$ cat src/rtl/adder_pkg.sv
// rtl/adder_pkg.sv - shared constants and elaboration helpers for adder_pipelined
//
// Purpose: width constants for the per-stage handshake bits and the helper
// functions used to size the carry-split slices and reject illegal
// WIDTH/STAGES combinations at elaboration time.
package adder_pkg;

    // Each pipeline entry carries a single valid bit; the stall condition is
    // one bit shared by every register in the pipe.
    localparam int VALID_W = 1;
    localparam int STALL_W = 1;

    // Number of operand bits handled by each carry-split slice.
    function automatic int slice_width(input int width, input int stages);
        return (stages > 0) ? (width / stages) : 1;
    endfunction

    // A legal configuration needs at least two bits and an exact split of
    // the operand into equal slices.
    function automatic bit params_legal(input int width, input int stages);
        return (width >= 2) && (stages >= 1) && (stages <= width) &&
               ((width % stages) == 0);
    endfunction

endpackage

$ cat src/rtl/adder_slice.sv
// rtl/adder_slice.sv - combinational S-bit add/subtract slice of the carry-split adder
//
// Purpose: adds one S-bit slice of A and (B xor Sub) plus a carry-in.
// Ports:
//   a_i    [S-1:0]  operand A slice
//   b_i    [S-1:0]  operand B slice (inverted here when sub_i=1)
//   sub_i           1 = subtract
//   cin_i           carry into the slice LSB
//   sum_o  [S-1:0]  sum slice
//   cout_o          carry out of the slice MSB
//   cmsb_o          carry into the slice MSB (used for signed overflow)
module adder_slice
    import adder_pkg::*;
#(
    parameter int S = 4
) (
    input  logic [S-1:0] a_i,
    input  logic [S-1:0] b_i,
    input  logic         sub_i,
    input  logic         cin_i,
    output logic [S-1:0] sum_o,
    output logic         cout_o,
    output logic         cmsb_o
);

    logic [S-1:0] b_eff;
    logic [S:0]   total;

    always_comb begin
        b_eff  = b_i ^ {S{sub_i}};
        total  = {1'b0, a_i} + {1'b0, b_eff} + {{S{1'b0}}, cin_i};
        sum_o  = total[S-1:0];
        cout_o = total[S];
        // The MSB sum bit is a ^ b ^ carry-in, so the carry into the MSB can
        // be recovered without a separate (S-1)-bit adder; this also covers S=1.
        cmsb_o = total[S-1] ^ a_i[S-1] ^ b_eff[S-1];
    end

endmodule

$ cat src/rtl/adder_pipelined.sv
// rtl/adder_pipelined.sv - pipelined carry-split two's-complement add/subtract unit
//
// Purpose: registered A+B / A-B with a valid/ready handshake on both sides.
// One input register stage followed by STAGES slice stages; the last slice
// stage is the output register.
// Ports:
//   Clk           system clock, rising edge
//   Rst           asynchronous active-high reset
//   in_valid      operand transaction offered
//   in_ready      operand accepted this cycle when in_valid is also high
//   A, B [W-1:0]  operands
//   Sub           0 = A+B, 1 = A-B (captured with the operands)
//   out_valid     output registers hold a result
//   out_ready     consumer takes the result this cycle
//   Sum_reg       registered sum modulo 2^WIDTH
//   Carry_reg     carry out of the MSB (not-borrow when subtracting)
//   Overflow_reg  signed overflow
module adder_pipelined
    import adder_pkg::*;
#(
    parameter int WIDTH  = 8,
    parameter int STAGES = 2
) (
    input  logic             Clk,
    input  logic             Rst,
    input  logic             in_valid,
    output logic             in_ready,
    input  logic [WIDTH-1:0] A,
    input  logic [WIDTH-1:0] B,
    input  logic             Sub,
    output logic             out_valid,
    input  logic             out_ready,
    output logic [WIDTH-1:0] Sum_reg,
    output logic             Carry_reg,
    output logic             Overflow_reg
);

    localparam int S = slice_width(WIDTH, STAGES);

    generate
        if (!params_legal(WIDTH, STAGES)) begin : g_param_check
            $error("adder_pipelined: WIDTH must be >= 2 and an exact multiple of STAGES");
        end
    endgenerate

    // Pipeline entry k feeds slice k; entry STAGES is the output register.
    // acc_q holds the not-yet-added upper bits of A together with the sum
    // bits already produced below them, so each slice overwrites its own
    // field and the final entry is the complete sum.
    logic [VALID_W-1:0] valid_q [0:STAGES];
    logic [VALID_W-1:0] valid_d [0:STAGES];
    logic [WIDTH-1:0]   acc_q   [0:STAGES];
    logic [WIDTH-1:0]   acc_d   [0:STAGES];
    logic               carry_q [0:STAGES];
    logic               carry_d [0:STAGES];
    logic [WIDTH-1:0]   b_q     [0:STAGES-1];
    logic [WIDTH-1:0]   b_d     [0:STAGES-1];
    logic               sub_q   [0:STAGES-1];
    logic               sub_d   [0:STAGES-1];
    logic               ovf_q;
    logic               ovf_d;

    logic [S-1:0]       slice_sum  [0:STAGES-1];
    logic               slice_cout [0:STAGES-1];
    logic               slice_cmsb [0:STAGES-1];

    logic [STALL_W-1:0] stall;

    // A held result blocks the whole pipe, bubbles included, so results keep
    // their order and nothing is overwritten.
    assign stall    = {STALL_W{valid_q[STAGES][0] & ~out_ready}};
    assign in_ready = ~stall[0] & ~Rst;

    generate
        for (genvar k = 0; k < STAGES; k++) begin : g_slice
            adder_slice #(
                .S (S)
            ) u_slice (
                .a_i    (acc_q[k][k*S +: S]),
                .b_i    (b_q[k][k*S +: S]),
                .sub_i  (sub_q[k]),
                .cin_i  (carry_q[k]),
                .sum_o  (slice_sum[k]),
                .cout_o (slice_cout[k]),
                .cmsb_o (slice_cmsb[k])
            );
        end
    endgenerate

    always_comb begin
        // Input stage: the carry into slice 0 is Sub itself, completing the
        // two's-complement negation of B.
        valid_d[0] = {VALID_W{in_valid & in_ready}};
        acc_d[0]   = A;
        carry_d[0] = Sub;
        b_d[0]     = B;
        sub_d[0]   = Sub;

        for (int k = 0; k < STAGES; k++) begin
            valid_d[k+1]             = valid_q[k];
            acc_d[k+1]               = acc_q[k];
            acc_d[k+1][k*S +: S]     = slice_sum[k];
            carry_d[k+1]             = slice_cout[k];
        end

        for (int k = 1; k < STAGES; k++) begin
            b_d[k]   = b_q[k-1];
            sub_d[k] = sub_q[k-1];
        end

        ovf_d = slice_cmsb[STAGES-1] ^ slice_cout[STAGES-1];
    end

    always_ff @(posedge Clk or posedge Rst) begin
        if (Rst) begin
            for (int k = 0; k <= STAGES; k++) begin
                valid_q[k] <= '0;
                acc_q[k]   <= '0;
                carry_q[k] <= 1'b0;
            end
            for (int k = 0; k < STAGES; k++) begin
                b_q[k]   <= '0;
                sub_q[k] <= 1'b0;
            end
            ovf_q <= 1'b0;
        end else if (!stall[0]) begin
            for (int k = 0; k <= STAGES; k++) begin
                valid_q[k] <= valid_d[k];
                acc_q[k]   <= acc_d[k];
                carry_q[k] <= carry_d[k];
            end
            for (int k = 0; k < STAGES; k++) begin
                b_q[k]   <= b_d[k];
                sub_q[k] <= sub_d[k];
            end
            ovf_q <= ovf_d;
        end
    end

    assign out_valid    = valid_q[STAGES][0];
    assign Sum_reg      = acc_q[STAGES];
    assign Carry_reg    = carry_q[STAGES];
    assign Overflow_reg = ovf_q;

endmodule

$ cat config.mk
export PLATFORM = sky130hd
export DESIGN_NAME = adder_pipelined
export DESIGN_NICKNAME = d
export VERILOG_FILES = /design/src/rtl/adder_pkg.sv /design/src/rtl/adder_slice.sv /design/src/rtl/adder_pipelined.sv
export SDC_FILE = /design/constraint.sdc
export NUM_CORES = 1
export LEC_CHECK = 0
export CORE_AREA = 4 4 73 75
export CTS_CLUSTER_DIAMETER = 60
export DETAILED_ROUTE_END_ITERATION = 7
export DIE_AREA = 0 0 77 79
export PLACE_DENSITY_LB_ADDON = 0.2
export SLEW_MARGIN = 10
export SYNTH_ARGS = -nofsm -noshare
export SYNTH_HDL_FRONTEND = slang
export SYNTH_SLANG_ARGS = --single-unit
$ cat constraint.sdc
create_clock -name Clk -period 5.9 [get_ports Clk]
set_clock_uncertainty 0.05 [all_clocks]
set_input_delay 0.885 -clock Clk [delete_from_list [all_inputs] [get_ports Clk]]
set_output_delay 0.885 -clock Clk [all_outputs]
set_load 0.03 [all_outputs]
; ---- Yosys cells after proc, flatten, opt, wreduce, memory -nomap -nowiden
; Index checks and enable logic that the tools add are counted.
[op_classes]
addsub = 4
bitwise_logic = 11
[ops]
columns = cell, n
row1 = $add A4 B4 Y5, 2
row2 = $add A5 B1 Y5, 2
row3 = $xor A4 B4 Y4, 2
row4 = $and A1 B1 Y1, 3
row5 = $not A1 Y1, 3
row6 = $xor A1 B1 Y1, 3
[totals]
register_bits = 48
inputBits = 21
out_inout_bits = 12
word_cells = 28

; ---- Longest topological paths before layout
[depth]
ltp_word = 6
mapped_depth = 10
ltp_nobuf = 9

; ---- Cells and area by module
; A second synthesis with hierarchy kept.
[hier_totals]
hier_cells = 151
area_unflattened_um2 = 2348.5
[modules_own_cells]
columns = module, n_inst, cells_per_inst, area_each_um2, seq_area_each_um2
row1 = adder_pipelined, 1, 106, 1930.6, 1101.1
row2 = adder_slice (g_slice[1].u_slice), 1, 23, 210.2, 0.0
row3 = adder_slice (g_slice[0].u_slice), 1, 22, 207.7, 0.0

; ---- Worst setup path after synthesis
; Ideal clock, no wire load.
[synth_timing]
path_type = input-to-output
from = input port out_ready
to = output port in_ready
t_arrival_ns = 1.687
required_ns = 4.965
setup_slack_ns = 3.278
cell_stages = 4
path_buffers = 2
cell_sequence = nor2b_1 -> buf_2 -> buf_1 -> nor2_1
[synth_between]
elab_chain_len = 4
[synth_lines]
columns = item, line_no
row1 = start: declaration, adder_pipelined.sv:32  ; input logic out_ready,
row2 = $not A1 Y1, adder_pipelined.sv:71  ; assign stall = {STALL_W{valid_q[STAGES][0] & ~out_ready}};
row3 = $and A1 B1 Y1, adder_pipelined.sv:71
row4 = $not A1 Y1, adder_pipelined.sv:72  ; assign in_ready = ~stall[0] & ~Rst;
row5 = $and A1 B1 Y1, adder_pipelined.sv:72
row6 = end: declaration, adder_pipelined.sv:27  ; output logic in_ready,
; Every way passes these cells.

; ---- Worst setup path after layout
; Ends and elaborated chain as after synthesis.

==> results.cfg <==
[synth]
yosysSeqAreaShare_pct = 53.4
synth_area_sq_um = 2060
syn_inst = 225
syn_avg_cell_area_sq_um = 9.16
yosys_warnings = 0
ys_ff_latch = 44
ys_types = 24
syn_nets = 255

[critical_path]
worstPathRequired_ns = 4.97
cp_slowest_cell = clkdlybuf4s50_1
crit_chain = clkdlybuf4s50_1 -> nor2b_4 -> buf_4 -> nor2_1 -> clkdlybuf4s50_1
reg2reg_from = sub_q[0]
cp.buffers_inverters = 3
cp_max_fo = 47
cp-start-kind = input pin
worst-setup-path-type = in2out
worstPathArrival_ns = 2.53
end_kind = output port
crit_family = buffers and inverters
cp_common_cell = clkdlybuf4s50_1
crit_path_start = out_ready
slowest_delay_ns = 0.60

[grt]
grt_pass1_wl_mm = 5.80
globalRouteOverflowTotal = 0
grt_max_degree = 48
antenna_found_initial = 0
track_usage_pct = 11.7
grt_pass1_vias = 1326

[floorplanning]
num_rows = 25
start_util_pct = 44.2
die_w_um = 77
dieArea_sq_um = 6080
dieHeight_um = 79
core_area_sq_um = 4660
io_pins = 33

[routing]
num_vias = 1358
viasPerCell = 4.50
drt-total-wl_mm = 3.18
first_pass_iters = 4
drc = 0
ant_nets = 0
drtIter0Drc = 75
wl_per_cell_um = 10.5

[final_layout]
fillers = 454
fin_util_pct = 52.6
drive_gt1_share_pct = 5.24
final_area_sq_um = 2450
final_cells = 302
final_common_cell = nand2_1
fin_nets = 277
layout.cells.most_common_list = 108 x nand2_1, 44 x dfrtp_1, 32 x clkdlybuf4s50_1
syn2layout_area_growth_pct = 18.9
diodes = 0

[power]
power_density_nw_per_um2 = 454
p_leak_nw = 1.22
ir_drop_mv = 0.164

[sta]
timing.final.crit_share_pct = 58.8
layout_min_cycle_time_ns = 3.47
relSlewSlack_pct = 64.1
fin_setup_tns_ns = 0
fmax_mhz = 288
slew_viol_final = 0
setup_viol = 0
tightest_slew_ns = 0.538
hold_viol = 0
rsz0062_at_grt = false

[clock_tree]
clkSinkCount = 44
ctsLongestPathBuffers = 2
cts_buffers = 5
root_buffer = clkbuf_8
cts_hold_buf = 0
insertion_delay_ns = 0.28
cts.repair.resized = 0
cts.htree.levels = 2
postCtsSetupBuffers = 0
cts.clk_slew.worst_paths_ns = 0.07
cts_tree = built

[min_path]
worstHoldStart = valid_d[0]
hp-class = reg2reg

[placement]
dp.cells = 294
gp_congestion = 0.720
portBuffers = 32
post-dp-hpwl_mm = 2.17
place_area_sq_um = 2360

[run]
drv_cap = 0

[status]
status = finished, final reports clean
## cell usage after synthesis, drive strengths merged
library cell	count	area, sq um
xnor2	6	52.6
o21ai	7	35.0
nand3	1	5.00
dfrtp	44	1100
mux2	1	15.0
a21o	3	22.5
nand2	108	405
a211oi	1	7.51
buf	13	91.3
clkbuf	7	26.3
xor2	9	86.3
nor2	3	11.3
inv	4	15.0
nor2b	1	6.26
ha	6	75.1
fa	3	60.1
a21oi	6	33.8
nand2b	2	12.5
## per-layer routing
layer	vias up	GRT usage (%)	share of wire, %
li1	726	-	-
met1	601	15.4	49
met2	25	18.8	46
met3	6	2.49	4.2
met4	0	4.80	1.1
met5	-	0	0
## layout make-up
class	count	area [sq um]	area share, %
timing repair buffer	35	343	14.0
clock buffer	8	90.1	3.67
tap	54	67.6	2.76
multi-input combinational	157	836	34.1
inverter	4	15.0	0.612
sequential	44	1100	44.9
## path summary, 6_finish.rpt
path	to	slack, ns	cells after the start
worst max-delay path	in_ready	2.43	5
worst min-delay path	out_valid	0.41	1
worst max register to register	Overflow_reg	3.59	9
worst min register to register	out_valid	0.41	1
max in group asynchronous	valid_d[0]	4.41	3
min in group asynchronous	Sum_reg[5]	1.01	3
## through the flow
step	worst slack, ns	power, mW	hold slack [ns]
2_1_floorplan	3.28	0.842	0.380
3_3_place_gp	2.43	0.931	0.398
3_5_place_dp	2.42	0.944	0.399
4_1_cts	2.42	1.14	0.416
5_1_grt	2.34	1.21	0.440
6_report	2.43	1.11	0.413
## cell families (layout without fill, tap and decap cells)
group / Yosys count / after routing / synth area share (%)
AO/OA/AOI/OAI: 17 / 17 / 4.79
XOR/XNOR: 15 / 15 / 6.74
buffers and inverters: 24 / 47 / 6.43
flip-flops: 44 / 44 / 53.4
AND/OR/NAND/NOR: 115 / 115 / 21.4
multiplexers: 1 / 1 / 0.728
adder cells (fa/ha/maj): 9 / 9 / 6.55
## power by group
group / total, mW / switching [mW] / internal (mW) / leakage (nW)
Sequential: 0.446 / 0.0523 / 0.394 / 0.527
Combinational: 0.479 / 0.260 / 0.219 / 0.651
Clock: 0.188 / 0.0927 / 0.0955 / 0.0455
Power figures use the tool's default switching activity.
